===== src/rtl/rv32i_pkg.sv =====
// Shared RV32 M-extension definitions: datapath widths, funct3 op codes and
// the multiply/divide sequencer state encoding.
package rv32i_pkg;

  localparam int unsigned XLEN  = 32;
  localparam int unsigned CNT_W = 5;

  // funct3 encodings of the M-extension ops
  localparam logic [2:0] OP_MUL    = 3'b000;
  localparam logic [2:0] OP_MULH   = 3'b001;
  localparam logic [2:0] OP_MULHSU = 3'b010;
  localparam logic [2:0] OP_MULHU  = 3'b011;
  localparam logic [2:0] OP_DIV    = 3'b100;
  localparam logic [2:0] OP_DIVU   = 3'b101;
  localparam logic [2:0] OP_REM    = 3'b110;
  localparam logic [2:0] OP_REMU   = 3'b111;

  typedef enum logic [1:0] {
    ST_IDLE = 2'd0,
    ST_CALC = 2'd1,
    ST_DONE = 2'd2
  } state_e;

endpackage


===== src/rtl/muldiv_iter_step.sv =====
// One combinational iteration of the multiply/divide datapath on a 64-bit
// accumulator.
//   div_i  : 1 = restoring-divide step, 0 = shift-add multiply step
//   acc_i  : accumulator {hi, lo} before the step
//   opnd_i : divisor magnitude (divide) or multiplicand magnitude (multiply)
//   acc_o  : accumulator after the step
// Optional feature macro: MULDIV_MUL_EN (multiply step only built when defined).
module muldiv_iter_step
  import rv32i_pkg::*;
(
  input  logic              div_i,
  input  logic [2*XLEN-1:0] acc_i,
  input  logic [XLEN-1:0]   opnd_i,
  output logic [2*XLEN-1:0] acc_o
);

  logic [XLEN+1:0]   trial;
  logic [2*XLEN-1:0] div_acc;
  logic              unused_trial;

  // Restoring divide: shift {rem, quo} left, try subtracting the divisor from
  // the 33-bit partial remainder; keep it and shift in a 1 when no borrow.
  always_comb begin
    trial = {1'b0, acc_i[2*XLEN-1:XLEN-1]} - {2'b00, opnd_i};
    if (trial[XLEN+1]) begin
      div_acc = {acc_i[2*XLEN-2:0], 1'b0};
    end else begin
      div_acc = {trial[XLEN-1:0], acc_i[XLEN-2:0], 1'b1};
    end
  end

  // Without a borrow the difference is below the divisor, so bit XLEN is zero.
  assign unused_trial = trial[XLEN];

`ifdef MULDIV_MUL_EN
  logic [XLEN:0]     sum;
  logic [2*XLEN-1:0] mul_acc;

  // Shift-add multiply: add multiplicand into the high half when the current
  // multiplier bit (lo[0]) is set, then shift the 65-bit result right.
  always_comb begin
    sum     = {1'b0, acc_i[2*XLEN-1:XLEN]} + (acc_i[0] ? {1'b0, opnd_i} : {(XLEN+1){1'b0}});
    mul_acc = {sum, acc_i[XLEN-1:1]};
  end

  assign acc_o = div_i ? div_acc : mul_acc;
`else
  logic unused_div;

  assign unused_div = div_i;
  assign acc_o      = div_acc;
`endif

endmodule


===== src/rtl/muldiv_sequencer.sv =====
// Iterative RV32 M-extension multiply/divide sequencer for the EX stage.
// One iteration per cycle for 32 cycles; divide-by-zero and signed overflow
// complete on the cycle after acceptance.
//   clk, rst (async, active-low)
//   start_i, op_i, a_i, b_i, rd_i : op issue from EX
//   flush_i                       : kill the in-flight op
//   stall_o                       : hold IF/ID/EX (combinational)
//   busy_o, done_o                : state flags; done_o pulses for one cycle
//   result_o, rd_o                : result and destination, valid with done_o
// Optional feature macro: MULDIV_MUL_EN (multiply ops; absent -> result 0).
module muldiv_sequencer
  import rv32i_pkg::*;
(
  input  logic            clk,
  input  logic            rst,
  input  logic            start_i,
  input  logic [2:0]      op_i,
  input  logic [XLEN-1:0] a_i,
  input  logic [XLEN-1:0] b_i,
  input  logic [4:0]      rd_i,
  input  logic            flush_i,
  output logic            stall_o,
  output logic            busy_o,
  output logic            done_o,
  output logic [XLEN-1:0] result_o,
  output logic [4:0]      rd_o
);

  localparam logic [XLEN-1:0] INT_MIN = {1'b1, {(XLEN-1){1'b0}}};

  state_e            state_q, state_d;
  logic [CNT_W-1:0]  cnt_q, cnt_d;
  logic [2*XLEN-1:0] acc_q, acc_d, step_acc;
  logic [XLEN-1:0]   opnd_q, opnd_d;
  logic [2:0]        op_q, op_d;
  logic [4:0]        rd_q, rd_d;
  logic              neg_quo_q, neg_quo_d, neg_rem_q, neg_rem_d;
  logic [XLEN-1:0]   result_q, result_d;
  logic [4:0]        rd_out_q, rd_out_d;

  logic              accept, last_iter, special, div_zero, div_ovf;
  logic              a_signed, b_signed, a_neg, b_neg;
  logic [XLEN-1:0]   a_mag, b_mag, special_res, final_res;
  logic [XLEN-1:0]   quo, rem;

  assign accept    = (state_q == ST_IDLE) & start_i & ~flush_i;
  assign last_iter = (state_q == ST_CALC) & (cnt_q == CNT_W'(XLEN - 1));
  assign busy_o    = (state_q != ST_IDLE);
  assign done_o    = (state_q == ST_DONE);
  assign result_o  = result_q;
  assign rd_o      = rd_out_q;

  // Issue decode: operand signedness, magnitudes and the direct-path cases.
  always_comb begin
    a_signed = (op_i == OP_MUL) || (op_i == OP_MULH) || (op_i == OP_MULHSU) ||
               (op_i == OP_DIV) || (op_i == OP_REM);
    b_signed = (op_i == OP_MUL) || (op_i == OP_MULH) ||
               (op_i == OP_DIV) || (op_i == OP_REM);
    a_neg    = a_signed & a_i[XLEN-1];
    b_neg    = b_signed & b_i[XLEN-1];
    a_mag    = a_neg ? (~a_i + XLEN'(1)) : a_i;
    b_mag    = b_neg ? (~b_i + XLEN'(1)) : b_i;
    div_zero = op_i[2] & (b_i == '0);
    div_ovf  = op_i[2] & ~op_i[0] & (a_i == INT_MIN) & (&b_i);
    special  = div_zero | div_ovf;
    special_res = '0;
    if (div_zero) begin
      special_res = op_i[1] ? a_i : '1;
    end else if (div_ovf) begin
      special_res = op_i[1] ? '0 : INT_MIN;
    end
`ifndef MULDIV_MUL_EN
    if (!op_i[2]) begin
      special = 1'b1;
    end
`endif
  end

  muldiv_iter_step u_step (
    .div_i  (op_q[2]),
    .acc_i  (acc_q),
    .opnd_i (opnd_q),
    .acc_o  (step_acc)
  );

  // Sign fix-up of the final iteration's accumulator; remainder follows dividend.
  assign quo = step_acc[XLEN-1:0];
  assign rem = step_acc[2*XLEN-1:XLEN];

`ifdef MULDIV_MUL_EN
  logic [2*XLEN-1:0] prod;

  always_comb begin
    prod = neg_quo_q ? (~step_acc + (2*XLEN)'(1)) : step_acc;
    if (!op_q[2]) begin
      final_res = (op_q == OP_MUL) ? prod[XLEN-1:0] : prod[2*XLEN-1:XLEN];
    end else if (op_q[1]) begin
      final_res = neg_rem_q ? (~rem + XLEN'(1)) : rem;
    end else begin
      final_res = neg_quo_q ? (~quo + XLEN'(1)) : quo;
    end
  end
`else
  logic unused_op;

  assign unused_op = op_q[0];

  always_comb begin
    if (op_q[1]) begin
      final_res = neg_rem_q ? (~rem + XLEN'(1)) : rem;
    end else begin
      final_res = neg_quo_q ? (~quo + XLEN'(1)) : quo;
    end
  end
`endif

  // FSM state register
  always_ff @(posedge clk or negedge rst) begin
    if (!rst) begin
      state_q <= ST_IDLE;
    end else begin
      state_q <= state_d;
    end
  end

  // FSM next state; flush overrides every transition
  always_comb begin
    state_d = state_q;
    case (state_q)
      ST_IDLE: if (accept) state_d = special ? ST_DONE : ST_CALC;
      ST_CALC: if (last_iter) state_d = ST_DONE;
      ST_DONE: state_d = ST_IDLE;
      default: state_d = ST_IDLE;
    endcase
    if (flush_i) begin
      state_d = ST_IDLE;
    end
  end

  // FSM outputs and datapath next values
  always_comb begin
    stall_o   = accept | (state_q == ST_CALC);
    cnt_d     = cnt_q;
    acc_d     = acc_q;
    opnd_d    = opnd_q;
    op_d      = op_q;
    rd_d      = rd_q;
    neg_quo_d = neg_quo_q;
    neg_rem_d = neg_rem_q;
    result_d  = result_q;
    rd_out_d  = rd_out_q;
    if (accept) begin
      cnt_d     = '0;
      op_d      = op_i;
      rd_d      = rd_i;
      neg_quo_d = a_neg ^ b_neg;
      neg_rem_d = a_neg;
      // divide: lo = dividend, operand = divisor; multiply: lo = multiplier
      acc_d     = {{XLEN{1'b0}}, (op_i[2] ? a_mag : b_mag)};
      opnd_d    = op_i[2] ? b_mag : a_mag;
      if (special) begin
        result_d = special_res;
        rd_out_d = rd_i;
      end
    end else if ((state_q == ST_CALC) && !flush_i) begin
      acc_d = step_acc;
      cnt_d = cnt_q + CNT_W'(1);
      if (last_iter) begin
        result_d = final_res;
        rd_out_d = rd_q;
      end
    end
  end

  // Datapath registers
  always_ff @(posedge clk or negedge rst) begin
    if (!rst) begin
      cnt_q     <= '0;
      acc_q     <= '0;
      opnd_q    <= '0;
      op_q      <= '0;
      rd_q      <= '0;
      neg_quo_q <= 1'b0;
      neg_rem_q <= 1'b0;
      result_q  <= '0;
      rd_out_q  <= '0;
    end else begin
      cnt_q     <= cnt_d;
      acc_q     <= acc_d;
      opnd_q    <= opnd_d;
      op_q      <= op_d;
      rd_q      <= rd_d;
      neg_quo_q <= neg_quo_d;
      neg_rem_q <= neg_rem_d;
      result_q  <= result_d;
      rd_out_q  <= rd_out_d;
    end
  end

endmodule


===== config.mk =====
export PLATFORM = sky130hd
export DESIGN_NAME = muldiv_sequencer
export DESIGN_NICKNAME = d
export VERILOG_FILES = /design/src/rtl/rv32i_pkg.sv /design/src/rtl/muldiv_iter_step.sv /design/src/rtl/muldiv_sequencer.sv
export SDC_FILE = /design/constraint.sdc
export NUM_CORES = 1
export LEC_CHECK = 0
export CORE_MARGIN = 2
export CORE_UTILIZATION = 40
export DETAILED_ROUTE_END_ITERATION = 6
export SYNTH_ARGS = -nofsm -noshare
export SYNTH_HDL_FRONTEND = slang
export SYNTH_SLANG_ARGS = --single-unit
export TNS_END_PERCENT = 10

===== constraint.sdc =====
create_clock -name clk -period 6.4 [get_ports clk]
set_input_delay 0.64 -clock clk [delete_from_list [all_inputs] [get_ports clk]]
set_output_delay 0.64 -clock clk [all_outputs]
set_load 0.05 [all_outputs]

==> flow_summary.yaml, run 1 <==
status:
  status: "finished with violations"
  violations: "DRC"
cells_and_area:
  nFillCells: 3135
  layout.nets: 1810
  num_antenna_cells: 0
  area_growth_pct: 15.5
  drive_gt1_share_pct: 5.98
synthesis:
  yosysWarnings: 0
  syn_avg_cell_area_um2: 7.62
  yosys.area.top_type: "dfrtp_1"
  syn_area_um2: 12600
  synth_edf_count: 0
  synth_most_common_cell: "nand2_1"
  synth_ff_type: "dfrtp_1"
  yosys-top-cells-area: "dfrtp_1 (29%), nand2_1 (7.4%), o21ai_0 (6.5%), nor2_1 (5.1%), xnor2_1 (5.1%)"
  ys_types: 92
  synth_common_cells: "nand2_1 (249), nor2_1 (172), o21ai_0 (163), dfrtp_1 (148), a21oi_1 (114)"
  yosysTopAreaCellShare_pct: 29.5
  syn_inst: 1649
  syn-num-nets: 1765
  ys_seq_area_share_pct: 29.5
  ys_ff_latch: 148
  async_reset_ff_share_pct: 100
global_route:
  overflow: 0
  antenna_found_initial: 1
  grt_pass1_vias: 11543
  grt_pass1_wl_um: 67200
  grt_max_degree: 120
  grt_usage_pct: 26.0
worst_setup_path:
  crit_required_ns: 6.71
  arrival_ns: 5.28
  path_class: "flip-flop to flip-flop"
  timing.rr.end: "result_o[28]$_DFFE_PN0P_"
  reg2regPathDepth: 18
  r2r_slack_ns: 1.43
  path_max_fanout: 7
  crit_end: "result_o[28]$_DFFE_PN0P_"
  r2r_start: "acc_q[53]$_DFFE_PN0P_"
  startpoint: "acc_q[53]$_DFFE_PN0P_"
  setup.worst_path.start_class: "flip-flop"
  end_kind: "flip-flop"
die:
  dieArea_um2: 32800
  io_pins: 116
  die_h_um: 181
  placement_rows: 64
  initial_utilization_pct: 40.8
  die_w_um: 181
  coreArea_um2: 30700
timing:
  timing.setup.tns_ns: 0
  period_share_pct: 77.6
  holdWs_ns: 0.287
  hold_violations: 0
  slew_viol_final: 0
  rsz0062_at_grt: "false"
  max_slew_margin_pct: 27.5
  setup-violations-final: 0
  max_freq_mhz: 201
  layout_min_cycle_time_ns: 4.97
  finClkSkew_ns: 0.00995
  tightest_slew_ns: 1.09
routing:
  via_count: 12465
  drt_iter0_drc: 1131
  routedWlPerCell_um: 20.3
  ant_nets: 0
  drc: 8
  wl_um: 42600
  via_per_inst: 5.93
  first_pass_iters: 7
clock_network:
  cts_resized: 0
  htreeDepth: 4
  ctsLongestPathBuffers: 2
  clkSlewWorstSetupHoldPaths_ns: 0.06
  cts_tree: "yes"
  cts-buffers-inserted: 17
  cts.sinks: 148
  cts-hold-fix-buffers: 0
  clock_latency_ns: 0.43
  clockRootBuffer: "clkbuf_16"
  post_cts_buffers: 0
power_and_ir_drop:
  power_density_nw_per_um2: 265
  ir_worst_vdd_uv: 176
  p_leak_nw: 5.76
placed_design:
  gp_congestion: 0.886
  io_buffers: 115
  dp_hpwl_um: 32300
min_path:
  hp-class: "input port to async pin"
run:
  cap_violations: 0
-- final cells by class --
cell class                      instances  area [um^2]  area share [%]
Multi-Input combinational cell       1341         8240            56.8
Clock buffer                           22          474            3.27
Sequential cell                       148         3700            25.5
Tap cell                              396          495            3.42
Inverter                               58          218            1.50
Timing Repair Buffer                  128         1250            8.60
Clock inverter                          9          128           0.880
-- power breakdown --
part	total, W	internal, W	switching (W)
registers	0.00128	0.00109	0.000182
logic	0.00152	0.000558	0.000965
clock network	0.00104	0.000640	0.000402
-- registers in the layout, indices dropped and copies added (netlist names) --
signal     flops
state_q        2
neg_quo_q      1
op_q           1
rd_o           5
cnt_q          5
rd_q           5
opnd_q        32
neg_rem_q      1
acc_q         64
result_o      32
-- critical path, cell delays in order (launching register included) --
cell      delay, ns
dfrtp_1        0.45
ha_1           0.41
a21oi_1        0.26
o21ai_2        0.14
a21o_1         0.19
a221oi_2       0.58
nand2_2        0.21
inv_2          0.11
ha_1           0.19
nand3_1        0.16
nand2b_1       0.25
or3_1          0.40
or2_1          0.30
o41ai_2        0.32
xor2_1         0.23
o22ai_1        0.10
a41oi_1        0.18
a31oi_1        0.15
o22a_1         0.20
-- cells by family after synthesis --
logic type      Yosys count  synth area share (%)
fa+ha+maj                40                  4.04
simple gates            618                  22.7
flops                   148                  29.5
compound gates          507                  25.8
xor+xnor                133                  9.27
mux                      43                  3.54
buf+inv                 160                  5.16
-- cell usage in the layout (no fill, tap or decap), drive strengths merged, types with 32 or more instances in the layout --
master         synthesis  routed
ha                    39      39
nor3                  32      32
a21oi                117     117
xor2                  60      60
nor2                 172     172
xnor2                 73      73
dfrtp                148     148
clkdlybuf4s50          0     113
o21ai                167     167
nand2                250     250
o31ai                 33      33
nand3                 33      33
a31oi                 55      55
mux2i                 35      35
inv                   58      58
-- how the worst min path moves through the flow --
stage | from | to | slack [ns] | cells past startpoint
floorplan | rst | acc_q[0]$_DFFE_PN0P_ | 0.34 | 0
global placement | rd_q[2]$_DFFE_PN0P_ | rd_q[2]$_DFFE_PN0P_ | 0.46 | 2
detailed placement | rd_q[0]$_DFFE_PN0P_ | rd_q[0]$_DFFE_PN0P_ | 0.46 | 2
CTS | rst | opnd_q[4]$_DFFE_PN0P_ | 0.33 | 1
global route | rst | acc_q[37]$_DFFE_PN0P_ | 0.35 | 1
finish | rst | cnt_q[2]$_DFFE_PN0P_ | 0.29 | 1
-- per-stage QoR --
step	instances	utilization, %	cell area (um^2)	total power (W)	setup slack, ns
6_report	2102	47.2	14500	0.00384	1.43
4_1_cts	2102	47.2	14500	0.00383	1.47
3_3_place_gp	2071	45.2	13900	0.00277	1.59
2_1_floorplan	1649	-	12600	0.00229	1.72
3_5_place_dp	2071	45.2	13900	0.00278	1.51
5_1_grt	2102	47.2	14500	0.00406	1.19
-- routing by layer --
metal	global-route usage, %	wire, um	vias to the layer above
li1	-	-	6013
met1	39.4	20800	5960
met2	38.7	18600	447
met3	2.86	2350	45
met4	7.35	923	0
met5	0	0	-
Power figures use the tool's default switching activity.
==> run 2, diff against run 1 <==
clock period = 4.5 ns   (was 6.4 ns; I/O delays follow)
==> run 2 against run 1 <==
Effect of this change:
- the run now ends clean
- clock power up 46%
- combinational power up 47%
- register-to-register slack worse by 1.2 ns
- routed wire length up 1.4%
==> flow_summary.yaml, run 2 (synthesis gave the netlist of run 1 again) <==
worst_setup_path:
  timing.rr.end: "result_o[25]$_DFFE_PN0P_"
  path_max_fanout: 6
  reg2regPathDepth: 14
  setup.worst_path.start_class: "flip-flop"
  r2r_start: "acc_q[31]$_DFFE_PN0P_"
  arrival_ns: 4.56
  crit_required_ns: 4.79
  path_class: "flip-flop to flip-flop"
  r2r_slack_ns: 0.24
  end_kind: "flip-flop"
die:
  coreArea_um2: 30700
  die_h_um: 181
  io_pins: 116
  die_w_um: 181
  initial_utilization_pct: 40.8
  dieArea_um2: 32800
  placement_rows: 64
clock_network:
  cts-hold-fix-buffers: 0
  htreeDepth: 4
  cts_tree: "yes"
  ctsLongestPathBuffers: 2
  cts_resized: 0
  clockRootBuffer: "clkbuf_16"
  clkSlewWorstSetupHoldPaths_ns: 0.06
  cts-buffers-inserted: 17
  clock_latency_ns: 0.43
  post_cts_buffers: 0
  cts.sinks: 148
placed_design:
  dp_cells: 2113
  dp_hpwl_um: 33300
  gp_congestion: 0.900
  place_ws_ns: 0.171
  io_buffers: 115
routing:
  first_pass_iters: 5
  drt_iter0_drc: 1107
  via_per_inst: 5.85
  via_count: 12542
  ant_nets: 0
  wl_um: 43200
  routedWlPerCell_um: 20.2
  drc: 0
timing:
  holdWs_ns: 0.123
  max_slew_margin_pct: 32.4
  setup_ws_ns: 0.237
  slew_viol_final: 0
  layout_min_cycle_time_ns: 4.26
  setup-violations-final: 0
  period_share_pct: 94.7
  timing.setup.tns_ns: 0
  max_freq_mhz: 235
  rsz0062_at_grt: "false"
  tightest_slew_ns: 1.01
  hold_violations: 0
  finClkSkew_ns: 0.00965
global_route:
  grt_max_degree: 95
  grt_usage_pct: 26.3
  antenna_found_initial: 0
  grt_pass1_vias: 11899
  overflow: 0
  grt_pass1_wl_um: 68000
power_and_ir_drop:
  power_density_nw_per_um2: 372
  ir_worst_vdd_uv: 189
  p_leak_nw: 5.99
cells_and_area:
  drive_gt1_share_pct: 8.92
  area_growth_pct: 18.8
  regMostFlops: "acc_q"
  layout_commonest_cell: "nand2_1"
  num_antenna_cells: 0
  layout.nets: 1852
  layout_common_cells: "nand2_1 (248), nor2_1 (171), o21ai_0 (163)"
  stdcell_count: 2144
  largest_reg_flops: 64
status:
  status: "finished clean"
min_path:
  hp-class: "input port to async pin"
run:
  cap_violations: 0
[run 2: report_power, final]
| group | switching, W | internal (W) |
|---|---|---|
| logic | 0.00138 | 0.000845 |
| registers | 0.000252 | 0.00156 |
| clock network | 0.000581 | 0.000943 |
[run 2: metrics by stage]
step	power (W)	utilization (%)	area (um^2)
floorplan	0.00326	-	12600
global placement	0.00398	46.4	14300
detailed placement	0.00401	46.4	14300
CTS	0.00554	48.4	14900
global route	0.00588	48.5	14900
finish	0.00556	48.5	14900
[run 2: worst max-delay path by stage]
stage,start,endpoint
after floorplan,acc_q[43]$_DFFE_PN0P_,result_o[28]$_DFFE_PN0P_
after global placement,acc_q[51]$_DFFE_PN0P_,result_o[28]$_DFFE_PN0P_
after detailed placement,acc_q[51]$_DFFE_PN0P_,result_o[28]$_DFFE_PN0P_
after CTS,acc_q[51]$_DFFE_PN0P_,result_o[28]$_DFFE_PN0P_
after global routing,acc_q[31]$_DFFE_PN0P_,result_o[29]$_DFFE_PN0P_
final,acc_q[31]$_DFFE_PN0P_,result_o[25]$_DFFE_PN0P_
[run 2: metal layers]
metal	track usage, %	vias up	part of all wire, %
met1	38.2	5934	47
met2	39.6	448	44
met4	8.81	0	2.8
met5	0	-	0
met3	4.37	70	6.4
li1	-	6090	-
[run 2: cell type report]
type	instances	area [um^2]
tap	396	495
inverter	58	218
timing repair buffer	170	1560
multi-input combinational	1341	8320
sequential	148	3700
clock buffer	23	498
fill	3062	15800
clock inverter	8	121
[run 2: critical path, stage by stage (launching register included)]
cell and delay, ns:
dfrtp_1 0.39, inv_1 0.08, ha_1 0.24, fa_1 0.42
nand2b_1 0.19, a21oi_1 0.24, o21ai_1 0.21, o211ai_1 0.41
nand3_1 0.24, a2111oi_2 0.47, o22a_1 0.28, o2111ai_2 0.25
o21ai_0 0.27, xor2_1 0.32, o21ai_0 0.13
==> run 3, diff against run 2 <==
CORE_ASPECT_RATIO = 1.25   (was default)
CTS_CLUSTER_SIZE = 28   (was default)
==> run 3 against run 2 <==
Effect of this change:
- sequential share of layout area about the same
- cell count up 0.70%
- clock skew up 0.0027 ns
- flip-flop and latch count unchanged
- clock-buffer cell count down 3
- core utilization down 0.20 points
- clock power down 4%
- total power down 1.4%
- non-clock buffer count up 3
==> flow_summary.yaml, run 3 (synthesis gave the netlist of run 1 again) <==
status:
  status: "finished clean"
timing:
  setup-violations-final: 0
  max_freq_mhz: 237
  tightest_slew_ns: 1.01
  layout_min_cycle_time_ns: 4.22
  slew_viol_final: 0
  max_slew_margin_pct: 32.5
  setup_ws_ns: 0.284
  hold_violations: 0
  timing.setup.tns_ns: 0
  finClkSkew_ns: 0.0124
  rsz0062_at_grt: "false"
  period_share_pct: 93.7
routing:
  via_per_inst: 5.81
  drt_iter0_drc: 1162
  via_count: 12550
  routedWlPerCell_um: 20.0
  drc: 0
  ant_nets: 0
  wl_um: 43200
  first_pass_iters: 6
clock_network:
  clockRootBuffer: "clkbuf_16"
  htreeDepth: 4
  clkSlewWorstSetupHoldPaths_ns: 0.07
  post_cts_buffers: 0
  clock_latency_ns: 0.45
  cts_tree: "yes"
  cts-buffers-inserted: 17
  ctsLongestPathBuffers: 2
  cts-hold-fix-buffers: 0
  cts.sinks: 148
cells_and_area:
  seq_area_um2: 3700
  area_growth_pct: 18.9
  drive_gt1_share_pct: 9.13
  layout.nets: 1855
  multi_input_area_um2: 8320
  regMostFlops: "acc_q"
  num_antenna_cells: 0
  largest_reg_flops: 64
  layout_common_cells: "nand2_1 (248), nor2_1 (171), o21ai_0 (162)"
  layout_commonest_cell: "nand2_1"
  nFillCells: 3120
worst_setup_path:
  crit_required_ns: 4.84
  end_kind: "flip-flop"
  critPathMaxStageDelay_ns: 0.41
  path_class: "flip-flop to flip-flop"
  path_max_fanout: 5
  path_common_cell: "ha_1"
  cpLargestDelayFamily: "compound AO/OA/AOI/OAI gates"
  setup.worst_path.start_class: "flip-flop"
  critPathSlowestCell: "or3_1"
  arrival_ns: 4.55
  worstPathBufferInverterCount: 1
  critical_path.cell_chain: "ha_1 > and2_4 > a221oi_4 > a21oi_2 > o31ai_4 > nand2_2 > inv_2 > ha_1 > nand3_2 > nand2b_4 > or3_1 > or2_4 > o41ai_2 > xor2_1 > o22ai_1 > a41oi_1 > a31oi_1 > o22a_1"
power_and_ir_drop:
  pwr-share-clk_pct: 26.7
  pwr-share-comb_pct: 40.3
  p_switching_w: 0.00224
  power.internal_w: 0.00324
  seqPwrFrac_pct: 33.0
  ir_worst_vdd_uv: 242
  p_leak_nw: 6.00
  switching_share_pct: 40.9
  power_density_nw_per_um2: 367
global_route:
  grt_max_degree: 131
  grt_usage_pct: 26.4
  overflow: 0
  antenna_found_initial: 0
  grt_pass1_vias: 12080
  grt_pass1_wl_um: 67200
placed_design:
  io_buffers: 115
  gp_congestion: 0.906
  dp_hpwl_um: 32900
  place_ws_ns: 0.102
die:
  io_pins: 116
  die_w_um: 162
  die_h_um: 202
  dieArea_um2: 32800
  coreArea_um2: 30900
  placement_rows: 72
  initial_utilization_pct: 40.6
min_path:
  hp-class: "input port to async pin"
run:
  cap_violations: 0
run 3: cell count changes in the layout (fill, tap and decap cells not counted), sizes merged:
cell / change
clkbuf: -3
bufinv: -1
clkinvlp: +1
clkinv: +4
buf: +3
run 3: power groups by stage:
stage          clock network, W  registers [W]  logic (W)
2_1_floorplan                 0        0.00194    0.00132
3_3_place_gp                  0        0.00182    0.00216
3_5_place_dp                  0        0.00183    0.00217
4_1_cts                 0.00147        0.00180    0.00219
5_1_grt                 0.00153        0.00184    0.00241
6_report                0.00146        0.00181    0.00221
run 3: final cells by class:
cell class	instances	area share (%)
repair buffers	173	10.7
flip-flops and latches	148	24.8
multi-input cells	1341	55.7
well taps	407	3.41
inverters	58	1.46
clock buffers	20	3.06
clock inverters	12	0.871
run 3: metrics by stage:
step	std cells	hold WS, ns	power, W	cell area [um^2]	util (%)
3_5_place_dp	2127	0.462	0.00400	14300	46.3
5_1_grt	2159	0.155	0.00578	14900	48.3
3_3_place_gp	2127	0.452	0.00398	14300	46.3
6_report	2159	0.0683	0.00548	14900	48.3
2_1_floorplan	1649	0.154	0.00326	12600	-
4_1_cts	2159	0.121	0.00547	14900	48.2
run 3: metal layers:
| layer | track usage [%] | share of wire, % |
|---|---|---|
| met5 | 0 | 0 |
| met4 | 10.0 | 3.3 |
| met3 | 2.73 | 4.7 |
| met2 | 42.7 | 46 |
| met1 | 36.4 | 46 |
run 3: final timing paths:
kind                                        from                  endpoint  slack (ns)  cells past startpoint
max                        acc_q[34]$_DFFE_PN0P_  result_o[28]$_DFFE_PN0P_        0.28                     18
min                                          rst     acc_q[25]$_DFFE_PN0P_        0.07                      1
max reg2reg                acc_q[34]$_DFFE_PN0P_  result_o[28]$_DFFE_PN0P_        0.28                     18
min reg2reg                  rd_q[1]$_DFFE_PN0P_       rd_q[1]$_DFFE_PN0P_        0.47                      2
max in group asynchronous                    rst   result_o[7]$_DFFE_PN0P_        3.40                      2
min in group clk             rd_q[1]$_DFFE_PN0P_       rd_q[1]$_DFFE_PN0P_        0.47                      2
run 3: repair_timing:
action / CTS / global route
hold endpoints to repair: 0 / 0
setup endpoints to repair: 0 / 3
gates resized for setup: 0 / 9
